## src/rtl/bitmask_encoder_pkg.sv

```systemverilog
// -----------------------------------------------------------------------------
// bitmask_encoder_pkg
//
// Shared types and helpers for the bitmask_encoder block.
//   state_t     : encoder FSM state (IDLE waits for a mask, EMIT streams indices)
//   clog2_min1  : ceil(log2(n)), never less than 1, used to size the index port
// -----------------------------------------------------------------------------
package bitmask_encoder_pkg;

  typedef enum logic {
    IDLE = 1'b0,
    EMIT = 1'b1
  } state_t;

  // A mask of width 1 would need a zero-width index, so the result is
  // clamped to 1. The loop is bounded so it stays a simple constant function.
  function automatic int clog2_min1(input int n);
    int r;
    r = 0;
    for (int k = 0; k < 32; k++) begin
      if ((64'd1 << r) < 64'(n)) begin
        r = r + 1;
      end
    end
    return (r < 1) ? 1 : r;
  endfunction

endpackage

```

## src/rtl/lsb_find_first_set.sv

```systemverilog
// -----------------------------------------------------------------------------
// lsb_find_first_set
//
// Purely combinational lowest-set-bit finder.
//   vec    (in,  WIDTH) : vector to scan
//   idx    (out, IDX_W) : position of the lowest set bit (0 when vec == 0)
//   any    (out, 1)     : OR of all bits of vec
//   single (out, 1)     : exactly one bit of vec is set
// -----------------------------------------------------------------------------
module lsb_find_first_set #(
  parameter int WIDTH = 4,
  parameter int IDX_W = 2
) (
  input  logic [WIDTH-1:0] vec,
  output logic [IDX_W-1:0] idx,
  output logic             any,
  output logic             single
);

  // below_any[gi] is set when some bit strictly below position gi is set,
  // so first_oh keeps only the lowest set bit of vec.
  logic [WIDTH-1:0] below_any;
  logic [WIDTH-1:0] first_oh;

  genvar gi;
  generate
    for (gi = 0; gi < WIDTH; gi++) begin : g_bit
      if (gi == 0) begin : g_lsb
        assign below_any[gi] = 1'b0;
      end else begin : g_upper
        assign below_any[gi] = |vec[gi-1:0];
      end
      assign first_oh[gi] = vec[gi] & ~below_any[gi];
    end
  endgenerate

  // first_oh is one-hot (or zero), so OR-ing the positions is an encoder.
  always_comb begin
    idx = '0;
    for (int i = 0; i < WIDTH; i++) begin
      if (first_oh[i]) begin
        idx = idx | IDX_W'(i);
      end
    end
  end

  assign any    = |vec;
  // Exactly one bit set means the vector equals its own lowest set bit.
  assign single = any && (vec == first_oh);

endmodule

```

## src/rtl/bitmask_encoder.sv

```systemverilog
// -----------------------------------------------------------------------------
// bitmask_encoder
//
// Sequential bit-mask encoder: accepts a WIDTH-bit mask over a valid/ready
// handshake and emits the index of every set bit, lowest first, one index per
// output beat.
//
// Ports:
//   clk       (in,  1)     rising-edge clock
//   rst_n     (in,  1)     synchronous active-low reset
//   in_vec    (in,  WIDTH) mask to encode, sampled only on an input transfer
//   in_valid  (in,  1)     in_vec is valid
//   in_ready  (out, 1)     block can accept in_vec this cycle
//   out_idx   (out, IDX_W) index of the current lowest set bit
//   out_valid (out, 1)     out_idx is valid
//   out_ready (in,  1)     downstream accepts out_idx
//   out_last  (out, 1)     current beat is the final index of this mask
//   zero_err  (out, 1)     one-cycle pulse after an all-zero mask was accepted
//
// Build option:
//   BITMASK_ENCODER_STRICT_ONEHOT_EN - when defined, an accepted mask with more
//   than one bit set is rejected like a zero mask (zero_err pulse, no beats).
// -----------------------------------------------------------------------------
module bitmask_encoder
  import bitmask_encoder_pkg::*;
#(
  parameter int WIDTH = 4,
  parameter int IDX_W = clog2_min1(WIDTH)
) (
  input  logic             clk,
  input  logic             rst_n,
  input  logic [WIDTH-1:0] in_vec,
  input  logic             in_valid,
  output logic             in_ready,
  output logic [IDX_W-1:0] out_idx,
  output logic             out_valid,
  input  logic             out_ready,
  output logic             out_last,
  output logic             zero_err
);

  state_t           state_reg, state_next;
  logic [WIDTH-1:0] mask_reg, mask_next;
  logic             zero_err_reg, zero_err_next;

  logic [IDX_W-1:0] mask_idx;
  logic             mask_any;
  logic             mask_single;
  logic             vec_ok;
  logic             emit;
  logic             in_fire;
  logic             out_fire;

  lsb_find_first_set #(
    .WIDTH (WIDTH),
    .IDX_W (IDX_W)
  ) u_mask_ffs (
    .vec    (mask_reg),
    .idx    (mask_idx),
    .any    (mask_any),
    .single (mask_single)
  );

`ifdef BITMASK_ENCODER_STRICT_ONEHOT_EN
  logic [IDX_W-1:0] vec_idx;
  logic             vec_any;
  logic             vec_single;

  lsb_find_first_set #(
    .WIDTH (WIDTH),
    .IDX_W (IDX_W)
  ) u_vec_ffs (
    .vec    (in_vec),
    .idx    (vec_idx),
    .any    (vec_any),
    .single (vec_single)
  );

  // Only one-hot masks are loaded; zero and multi-hot both raise zero_err.
  assign vec_ok = vec_any && vec_single;
`else
  // Any non-zero mask is loaded and serialised.
  assign vec_ok = |in_vec;
`endif

  always_comb begin
    state_next    = state_reg;
    mask_next     = mask_reg;
    zero_err_next = 1'b0;

    // Outputs are gated by rst_n so that asserting reset mid-EMIT stops the
    // stream immediately rather than one edge later.
    emit      = (state_reg == EMIT) && rst_n && mask_any;
    out_valid = emit;
    out_idx   = emit ? mask_idx : '0;
    out_last  = emit && mask_single;
    // On the final beat a new mask may be taken in the same cycle; this is the
    // only path from an input (out_ready) to an output (in_ready).
    in_ready  = rst_n && ((state_reg == IDLE) || (out_last && out_ready));

    in_fire  = in_valid && in_ready;
    out_fire = out_valid && out_ready;

    if (out_fire) begin
      // Drop the lowest set bit that was just delivered.
      mask_next = mask_reg & (mask_reg - WIDTH'(1));
      if (out_last) begin
        state_next = IDLE;
      end
    end

    // An input transfer only happens in IDLE or on the final beat, so it
    // always overrides the "return to IDLE" decided above.
    if (in_fire) begin
      if (vec_ok) begin
        mask_next  = in_vec;
        state_next = EMIT;
      end else begin
        zero_err_next = 1'b1;
      end
    end
  end

  always_ff @(posedge clk) begin
    if (!rst_n) begin
      state_reg    <= IDLE;
      mask_reg     <= '0;
      zero_err_reg <= 1'b0;
    end else begin
      state_reg    <= state_next;
      mask_reg     <= mask_next;
      zero_err_reg <= zero_err_next;
    end
  end

  assign zero_err = zero_err_reg;

endmodule

```

## config.mk

```make
export PLATFORM = sky130hd
export DESIGN_NAME = bitmask_encoder
export DESIGN_NICKNAME = d
export VERILOG_FILES = /design/src/rtl/bitmask_encoder_pkg.sv /design/src/rtl/lsb_find_first_set.sv /design/src/rtl/bitmask_encoder.sv
export SDC_FILE = /design/constraint.sdc
export NUM_CORES = 1
export LEC_CHECK = 0
export CAP_MARGIN = 15
export CORE_AREA = 2 2 39 41
export CTS_CLUSTER_DIAMETER = 100
export CTS_CLUSTER_SIZE = 20
export DETAILED_ROUTE_END_ITERATION = 8
export DIE_AREA = 0 0 41 43
export GPL_TIMING_DRIVEN = 1
export PLACE_DENSITY = 0.62
export SLEW_MARGIN = 40
export SYNTH_ARGS = -nofsm -noshare
export SYNTH_HDL_FRONTEND = slang
export SYNTH_HIERARCHICAL = 1
export SYNTH_SLANG_ARGS = --single-unit
export TNS_END_PERCENT = 10
```

## constraint.sdc

```tcl
create_clock -name clk -period 5.21 [get_ports clk]
set_input_delay 1.563 -clock clk [delete_from_list [all_inputs] [get_ports clk]]
set_output_delay 1.563 -clock clk [all_outputs]
set_load 0.02 [all_outputs]
```

Yosys cells after proc, flatten, opt, wreduce, memory -nomap -nowiden
Index checks and enable logic that the tools add are counted.

Register bits: 6. Output and inout port bits: 6.

$add $sub $neg: 1. Muxes and demuxes: 12. Reduce and logical (&&, ||, !) cells: 14. Eq/ne operators: 1. Bitwise operators: 8.

Operators with widths (count): 4-bit 2-to-1 mux (3); 1-bit logical AND (8); 4-bit OR reduction (2); 1-bit 2-to-1 mux (6); 2-bit 2-to-1 mux (3); 4-bit AND (1); 1-bit inverter (4); 4-bit by 1-bit subtractor with 4-bit output (second input constant) (1); 1-bit AND (3); 3-bit equality test (1); 3-bit OR reduction (1); 2-bit AND reduction (1); 2-bit OR reduction (1); 1-bit logical OR (1).

Logic depth before layout (Yosys ltp)
Depth in word-level cells: 11. Mapped depth: 5.

Modules after synthesis
The synthesis kept the hierarchy.

Modules (own cells, without submodules): bitmask_encoder (cells each 31, instances 1, area each 307.8 um^2); lsb_find_first_set (cells each 9, instances 1, area each 61.3 um^2).

Worst setup path before layout
Ideal clock, no wire load.

Path type: input-to-output. Start point: input rst_n. End point: output out_idx[0]. Stages on the path: 3. Data required time: 3.647 ns. Setup slack: 1.385 ns. Arrival: 2.262 ns. Buffers on the path: 1. Path through: buf_4 and3_1 and2_1.

Longest elaborated chain between the ends: 3.

Ends and longest elaborated chain: from (decl) (RTL line bitmask_encoder.sv:31) `input logic rst_n,`; 1-bit logical AND (2 in series) (RTL line bitmask_encoder.sv:93) `emit = (state_reg == EMIT) && rst_n && mask_any;`; net out_valid (RTL line bitmask_encoder.sv:36) `output logic out_valid,`; 2-bit 2-to-1 mux (RTL line bitmask_encoder.sv:95) `out_idx = emit ? mask_idx : '0;`; to (decl) (RTL line bitmask_encoder.sv:35) `output logic [IDX_W-1:0] out_idx,`.

The timed path passes the listed nets, and every way through them passes these cells.

Worst setup path in the final report
Start point: input out_ready. End point: output in_ready.

Longest elaborated chain between the ends: 3.

Ends and longest elaborated chain: from (decl) (RTL line bitmask_encoder.sv:37) `input logic out_ready,`; 1-bit logical AND (RTL line bitmask_encoder.sv:99) `in_ready = rst_n && ((state_reg == IDLE) || (out_last && out_ready));`; 1-bit logical OR (RTL line bitmask_encoder.sv:99); 1-bit logical AND (RTL line bitmask_encoder.sv:99); to (decl) (RTL line bitmask_encoder.sv:34) `output logic in_ready,`.

Every way passes these cells.

==> metrics.json <==
{
  "status": {
    "run_status": "finished, final reports clean"
  },
  "floorplanning": {
    "die-area_um2": 1760,
    "die_height_um": 43,
    "start_util": 0.267,
    "pin_count": 14,
    "rows": 14,
    "design.core.area_um2": 1380,
    "die_width_um": 41
  },
  "placed_design": {
    "io_buffers": 13,
    "dpl.hpwl_um": 598,
    "dpl-instance-area_um2": 519,
    "gp_congestion": 0.647
  },
  "power_and_ir_drop": {
    "seq_power_share": 0.428,
    "p_int_mw": 0.0917,
    "power_switching_mw": 0.0334,
    "pwr_density_cell_nw_per_um2": 231,
    "irDropWorstVdd_mv": 0.119,
    "comb_power_share": 0.249,
    "power_leakage_nw": 0.204,
    "netSwitchingFraction": 0.267,
    "clock_power_share": 0.324
  },
  "cells_and_area": {
    "multi_input_gate_area_in_the_final_layout_um2": 241,
    "area.sequential_um2": 120,
    "num-fill-cells": 149,
    "layout.cell_area.non_filler_um2": 542,
    "layout.nets": 66,
    "relative_area_change_from_synthesis_to_final_layout_pct": 46.8,
    "drive_above_1_share": 0.161,
    "largest_reg_flops": 4,
    "diodes": 0
  },
  "sta": {
    "timing.final.setup_violations": 0,
    "period_share": 0.889,
    "clock_skew_ns": 0.00176,
    "timing.final.hold_violations": 0,
    "final_period_minus_worst_setup_slack_ns": 4.63,
    "timing.setup.tns_ns": 0,
    "worst_pin_slew_ns": 0.331,
    "final-max-slew-violation-count": 0,
    "grt_setup_unrepaired": "no",
    "slew_headroom": 0.777,
    "fmaxAchievable_ghz": 0.216
  },
  "route": {
    "number_of_iterations_in_the_first_detailed_routing_pass": 2,
    "antenna_left": 0,
    "drcViolationCount": 0,
    "detail_route.wl_per_cell_um": 10.2,
    "totalWireLength_um": 733,
    "first_iter_violations": 1,
    "route.vias.total": 371,
    "number_of_vias_per_cell_after_detailed_routing": 5.15
  },
  "critical_path": {
    "worstReg2RegStart": "mask_reg[1]$_SDFF_PN0_",
    "crit_path_max_fo": 3,
    "crit_arrival_ns": 3.07,
    "r2r_end": "zero_err$_SDFF_PN0_",
    "crit_path_start": "out_ready",
    "worst_r2r_path_depth": 5,
    "reg2reg_setup_slack_ns": 3.69,
    "timing_worst_setup_path_type": "input pin to output pin",
    "cp-endpoint": "in_ready",
    "crit_path_end_kind": "output pin",
    "critPathRequiredTime_ns": 3.65,
    "critPathLaunchType": "input pin"
  },
  "synth": {
    "postSynthRegisterBits": 6,
    "synth_cell_type_count": 22,
    "post_synth_inst_count": 40,
    "syn_area_per_cell_um2": 9.23,
    "post_synth_instance_area_um2": 369,
    "yosys_warnings": 6,
    "synth_seq_area_share": 0.325,
    "syn-num-nets": 48
  },
  "clock_network": {
    "cts.sinks": 6,
    "post_cts.resized_instances": 0,
    "ctsHoldBuffers": 0,
    "cts_htree_levels": 1,
    "clk-insertion-delay-late_ns": 0.24,
    "cts_inserted_buffers": 3,
    "worst_setup_hold_path_clk_slew_ns": 0.04,
    "cts_tree": "done",
    "clk_root_buffer_cell": "sky130_fd_sc_hd__clkbuf_4",
    "post-cts-setup-buffers": 0,
    "max-clock-path-buffers": 2
  },
  "grt": {
    "gr-usage-met2": 0.166,
    "grt-ovfl-total": 0,
    "antenna_found_initial": 0,
    "grtUsageMet1": 0.135,
    "grt_max_degree": 10,
    "global_route.usage.met3": 0.0314,
    "gr_peak_layer": "met2",
    "wire_length_of_the_first_global_routing_pass_um": 1350,
    "groute.usage.overall": 0.111,
    "first_global_vias": 340
  },
  "hold_path": {
    "min-delay-start": "mask_reg[2]$_SDFF_PN0_",
    "hold_path.class": "flop to flop"
  },
  "job": {
    "max_cap_viol_count": 0
  }
}
stage by stage:
stage | hold WS [ns] | cells | total power [mW] | setup WS, ns | util
2_1_floorplan | 0.487 | 40 | 0.0723 | 1.38 | -
3_3_place_gp | 0.513 | 69 | 0.0851 | 0.591 | 0.375
3_5_place_dp | 0.521 | 69 | 0.0856 | 0.580 | 0.375
4_1_cts | 0.531 | 72 | 0.127 | 0.575 | 0.392
5_1_grt | 0.576 | 72 | 0.135 | 0.509 | 0.392
6_report | 0.524 | 72 | 0.125 | 0.579 | 0.392
synth_stat cells:
cell type                   instances  share of area
sky130_fd_sc_hd__a21boi_0           1          0.020
sky130_fd_sc_hd__a21oi_2            2          0.047
sky130_fd_sc_hd__a221o_1            1          0.027
sky130_fd_sc_hd__and2_1             5          0.085
sky130_fd_sc_hd__and2b_1            1          0.020
sky130_fd_sc_hd__and3_1             1          0.017
sky130_fd_sc_hd__buf_4              1          0.020
sky130_fd_sc_hd__dfxtp_1            6           0.33
sky130_fd_sc_hd__nand2_1            3          0.031
sky130_fd_sc_hd__nand3_1            2          0.027
sky130_fd_sc_hd__nand4_2            1          0.034
sky130_fd_sc_hd__nor2_1             2          0.020
sky130_fd_sc_hd__nor3_1             1          0.014
sky130_fd_sc_hd__nor4_1             1          0.017
sky130_fd_sc_hd__nor4b_1            1          0.024
sky130_fd_sc_hd__o211ai_1           2          0.041
sky130_fd_sc_hd__o21ba_2            1          0.027
sky130_fd_sc_hd__o2bb2ai_1          4          0.095
sky130_fd_sc_hd__o311ai_1           1          0.024
sky130_fd_sc_hd__o41ai_2            1          0.044
sky130_fd_sc_hd__or3_1              1          0.017
sky130_fd_sc_hd__xor2_1             1          0.024
critical path, cell delays in order:
cell	delay (ns)
sky130_fd_sc_hd__clkdlybuf4s50_1	0.49
sky130_fd_sc_hd__nand3_1	0.17
sky130_fd_sc_hd__nand2_1	0.12
sky130_fd_sc_hd__and2_1	0.12
sky130_fd_sc_hd__clkdlybuf4s50_1	0.59
cell families after synthesis:
| family | count (synthesis) | synth area share |
|---|---|---|
| xor gates and xnor gates | 1 | 0.0237 |
| buffers and inverters | 1 | 0.0203 |
| and+or+nand+nor | 19 | 0.305 |
| DFF | 6 | 0.325 |
| AOI/OAI and AO/OA | 13 | 0.325 |
final cells by class:
cell class / count / area share
clock buffer: 3 / 0.0416
timing repair buffer: 14 / 0.254
sequential: 6 / 0.222
tap: 16 / 0.0370
multi-input combinational: 33 / 0.446
how the worst min path moves through the flow:
| stage | end | slack (ns) | depth (start not counted) |
|---|---|---|---|
| after floorplan | mask_reg[2]$_SDFF_PN0_ | 0.49 | 2 |
| after detailed placement | mask_reg[2]$_SDFF_PN0_ | 0.52 | 2 |
| after CTS | mask_reg[2]$_SDFF_PN0_ | 0.53 | 2 |
| after global routing | mask_reg[3]$_SDFF_PN0_ | 0.58 | 2 |
| final | mask_reg[2]$_SDFF_PN0_ | 0.52 | 2 |
| after global placement | mask_reg[2]$_SDFF_PN0_ | 0.51 | 2 |
cells in the final DEF, fill, tap and decap left out, drive strengths merged, types with 2 or more instances in the layout:
master / count
o2bb2ai: 4
o211ai: 2
a21oi: 2
dfxtp: 6
clkbuf: 3
clkdlybuf4s50: 13
nor2: 2
and2: 5
nand3: 2
nand2: 3
layer usage:
metal	vias up	wire length, um
met5	-	0
met4	0	16
met3	4	46
met2	13	361
met1	165	308
li1	189	-
power by group through the flow:
| stage | clock network, mW | logic [mW] | registers [mW] |
|---|---|---|---|
| after floorplan | 0 | 0.0190 | 0.0533 |
| after global placement | 0 | 0.0311 | 0.0541 |
| after detailed placement | 0 | 0.0312 | 0.0543 |
| after CTS | 0.0419 | 0.0314 | 0.0535 |
| after global routing | 0.0457 | 0.0350 | 0.0542 |
| final | 0.0405 | 0.0311 | 0.0535 |
Power figures use the tool's default switching activity.
==> RTL change 1 (same settings) <==
`WIDTH` is set to 4 in 2 places; all go to 6.
--- a/src/rtl/lsb_find_first_set.sv
+++ b/src/rtl/lsb_find_first_set.sv
@@ -9,5 +9,5 @@
 // -----------------------------------------------------------------------------
 module lsb_find_first_set #(
-  parameter int WIDTH = 4,
+  parameter int WIDTH = 6,
   parameter int IDX_W = 2
 ) (
--- a/src/rtl/bitmask_encoder.sv
+++ b/src/rtl/bitmask_encoder.sv
@@ -25,5 +25,5 @@
   import bitmask_encoder_pkg::*;
 #(
-  parameter int WIDTH = 4,
+  parameter int WIDTH = 6,
   parameter int IDX_W = clog2_min1(WIDTH)
 ) (
Interface: changed (resized in_vec and out_idx); port bits go from 14 to 17. The function was not compared with the original's and may differ.
==> RTL change 1 against the unedited design <==
Total power is 35% higher. Sequential cell count is 2 higher. Non-clock buffer count is 2 higher. Setup slack worse by 0.014 ns. Worst hold slack better by 0.016 ns. Routed wire length is 44% higher. Cell area is 27% higher. Area after synthesis is 32% higher. Register-to-register slack worse by 1.2 ns. Critical path type unchanged. Largest cell class unchanged.
==> RTL change 1: results (changes against the unedited design) <==
- Fin nets: 86 (+30%)
- RR Endpoint: mask_reg[0]
- Aggregate global-route resource usage: 15.6% (+4.5 points)
- Hold Startpoint: state_reg
- Largest net degree at the start of global routing: 10 (unchanged)
- Synthesized area per cell: 8.85 um^2 (-4.1%)
- Crit-path max FO: 6 (+3)
- Min-delay worst type: reg2reg
- Max VDD drop: 0.168 mV (+41%)
- Comb pwr share: 27.8% (+2.9 points)
- Critical path data arrival time: 3.08 ns (about the same)
- Max reg flops: 6 (+2)
- Clock buffer count from CTS: 3 (unchanged)
- Port Buf Inserts: 16 (+3)
- Fraction of layout cells with a size suffix above 1: 16.2% (+0.14 points)
- Syn nets: 65 (+35%)
- Wl on met1: 516 um (+68%)
- Drt pass-1 iters: 4 (+2)
- Top delay family on crit path: buffers and inverters
- Top post-synthesis cells by count: dfxtp_1, a32o_1, and2_1, nand2_1, nor2_1
- Clock latency on the worst-skew pair: 0.26 ns (+0.02 ns)
- Met3 WL post-DR: 36 um (-22%)
- WHS: 0.540 ns (+0.0163 ns)
- Slew @ Worst Pin: 0.660 ns (+0.329 ns)
- Final HPWL DP: 827 um (+38%)
- P_leak: 0.262 nW (+29%)
- # fillers: 156 (+4.7%)
- Placer Congestion: 0.646 (-0.15%)
- CTS resizes: 0 (unchanged)
- First-pass GRT wire length: 1.88 mm (+39%)
- Clock power frac: 28.4% (-4.0 points)
- Inst Count DP: 87 (+26%)
- Synth unique cells: 31 (+41%)
- Skew final: 0.00309 ns (+0.00133 ns)
- Post-CTS setup buffers: 0 (unchanged)
- Reg-to-reg setup timing slack: 2.46 ns (-1.23 ns)
- Root Driver: clkbuf_4
- Met2 wire length: 485 um (+34%)
- Reg2Reg Launch Point: mask_reg[4]
- Non-Filler Instances: 90 (+25%)
- Worst-path clk slew: around 0.05 ns
- Run status: finished clean
- Worst Hold Endpoint: state_reg
- Worst slack, placed: 0.554 ns (-0.0266 ns)
- Vias in the first global route: 455 (+34%)
- Internal cell power: 0.119 mW (+30%)
- Via count: 483 (+30%)
- # diodes: 0 (unchanged)
- Worst R2R Path Depth: 7 (+2)
- Post-synthesis sequential area ratio: 32.9% (+0.36 points)
- Yosys warning total: 6 (unchanged)
- Iter 0 DRT Violations: 9 (+8)
- Area contributors post-synth: dfxtp_1, a32o_1, and2_1, a22o_1, nand2_1
- WL/cell: 11.7 um (+15%)
==> RTL change 1: logic make-up (layout without fill, tap and decap cells) <==
| kind of cell | Yosys count | count (layout) | synth area share, % |
|---|---|---|---|
| AOI/OAI and AO/OA | 17 | 17 | 27.3 |
| xor gates and xnor gates | 1 | 1 | 1.80 |
| adders and majority gates | 1 | 1 | 2.31 |
| buffers and inverters | 2 | 21 | 1.54 |
| DFF | 8 | 8 | 32.9 |
| and+or+nand+nor | 26 | 26 | 34.2 |
==> RTL change 1: layout make-up <==
| type | count | area, um^2 | area share [%] |
|---|---|---|---|
| multi-input combinational | 45 | 319 | 46.3 |
| tap | 16 | 20.0 | 2.90 |
| timing repair buffer | 16 | 160 | 23.2 |
| inverter | 2 | 7.51 | 1.09 |
| clock buffer | 3 | 22.5 | 3.27 |
| sequential | 8 | 160 | 23.2 |
==> RTL change 1: how the worst max path moves through the flow <==
stage,start,endpoint,slack [ns],cells after the start
after detailed placement,rst_n,out_idx[0],0.55,4
after global routing,rst_n,out_idx[0],0.47,4
after floorplan,rst_n,out_idx[0],1.58,2
after global placement,rst_n,out_idx[0],0.56,4
after CTS,rst_n,out_idx[0],0.55,4
final,rst_n,out_idx[0],0.56,4
==> RTL change 1: stage by stage <==
step | power, mW | area (um^2)
6_report | 0.169 | 689
5_1_grt | 0.180 | 689
4_1_cts | 0.171 | 689
3_5_place_dp | 0.122 | 667
3_3_place_gp | 0.122 | 667
2_1_floorplan | 0.103 | 487
==> RTL change 1: tightest hold or removal path, stage by stage, from the launching register on <==
cell,delay (ns)
dfxtp_1,0.33
nand2_1,0.08
a21boi_0,0.07
==> RTL change 1: layer usage <==
layer / global-route usage, % / up-vias
li1: - / 251
met1: 21.6 / 218
met2: 21.9 / 12
met3: 3.14 / 2
met4: 8.00 / 0
met5: 0 / -
==> RTL change 2 (config.mk and constraints unchanged) <==
Made on the original files. Put one more register stage on the output `zero_err`, with the module's reset. The value now appears one clock later. The other outputs are not delayed to match. Comments in the files are not updated.
--- a/src/rtl/bitmask_encoder.sv
+++ b/src/rtl/bitmask_encoder.sv
@@ -134,5 +134,11 @@
   end
 
-  assign zero_err = zero_err_reg;
+  always_ff @(posedge clk) begin
+    if (!rst_n) begin
+      zero_err <= '0;
+    end else begin
+      zero_err <= zero_err_reg;
+    end
+  end
 
 endmodule
Function: changed (a bounded check fails within 4 cycles, from zero or initial values and one cycle with rst_n low).
==> RTL change 2 against the unedited design <==
Setup slack better by 0.020 ns. Sequential cell count up 1. Area after synthesis up 10%. Critical path type unchanged. Utilization up 3.0 points. Cell area up 7.6%. Critical endpoint unchanged. Count of clock-buffer cells in the layout up 1. Global-route usage up 1.0 points. Worst hold slack worse by 0.084 ns. First-iteration DRC count rose to 6.0 times the old value. Routed wire length up 9.3%. Non-clock buffer count unchanged. Total power up 13%. Highest routed layer unchanged.
==> RTL change 2: results (changes against the unedited design) <==
- Top post-synthesis cells by count: dfxtp_1, and2_1, o2bb2ai_1
- Final HPWL DP: 651 um (+8.9%)
- Inst Count DP: 71 (+2.9%)
- Worst Hold Endpoint: zero_err
- Hold path cells: 1 (-1)
- Via count: 376 (+1.3%)
- First-pass GRT wire length: 1.41 mm (+4.6%)
- Placed Area: 557 um^2 (+7.2%)
- Placer Congestion: 0.659 (+1.8%)
- Skew final: 0.00270 ns (+0.000943 ns)
- Worst slack, placed: 0.601 ns (+0.0204 ns)
- Non-Filler Instances: 75 (+4.2%)
- Hold Startpoint: zero_err_reg
- WHS: 0.440 ns (-0.0840 ns)
- Post-synthesis sequential area ratio: 34.5% (+1.9 points)
- Run status: finished clean
- WL/cell: 10.7 um (+4.9%)
- Drt pass-1 iters: 4 (+2)
- Fraction of layout cells with a size suffix above 1: 15.3% (-0.82 points)
- Clock power frac: 33.7% (+1.3 points)
- Critical path data arrival time: 3.05 ns (-0.02 ns)
- Area contributors post-synth: dfxtp_1, and2_1, o2bb2ai_1, o41ai_4, a21oi_2
- Iter 0 DRT Violations: 6 (+5)
- Seq pwr share: 43.3% (+0.5 points)
- Fin nets: 68 (+3.0%)
- Syn nets: 50 (+4.2%)
- Slew @ Worst Pin: 0.296 ns (-0.0352 ns)
- P_sw: 0.0381 mW (+14%)
- Complex-gate fraction of the synthesized area: 32.3% (-0.23 points)
- Max VDD drop: 0.117 mV (-2.4%)
- Post-Syn Instances: 42 (+5.0%)
## RTL change 2: cell count changes after synthesis
cell | before | now
o41ai_2 | 1 | 0
dfxtp_1 | 6 | 7
o41ai_4 | 0 | 1
and2_1 | 5 | 6
## RTL change 2: per-layer routing
metal  global-route usage, %  vias up  wire (um)
li1                        -      195          -
met1                    15.2      170        370
met5                       0        -          0
met2                    16.3        9        391
met4                    10.0        0         16
met3                    3.14        2         22
## RTL change 2: area by class of cell
type                            count  area (um^2)
Clock buffer                        4         26.3
Fill cell                         141          801
Multi-Input combinational cell     34          259
Sequential cell                     7          140
Tap cell                           16         20.0
Timing Repair Buffer               14          138
## RTL change 2: worst max path at each step
stage	slack, ns	cells past startpoint	startpoint	endpoint
global route	0.51	5	out_ready	in_ready
finish	0.60	5	out_ready	in_ready
detailed placement	0.60	5	out_ready	in_ready
floorplan	1.38	3	rst_n	out_idx[0]
CTS	0.59	5	out_ready	in_ready
global placement	0.60	5	out_ready	in_ready
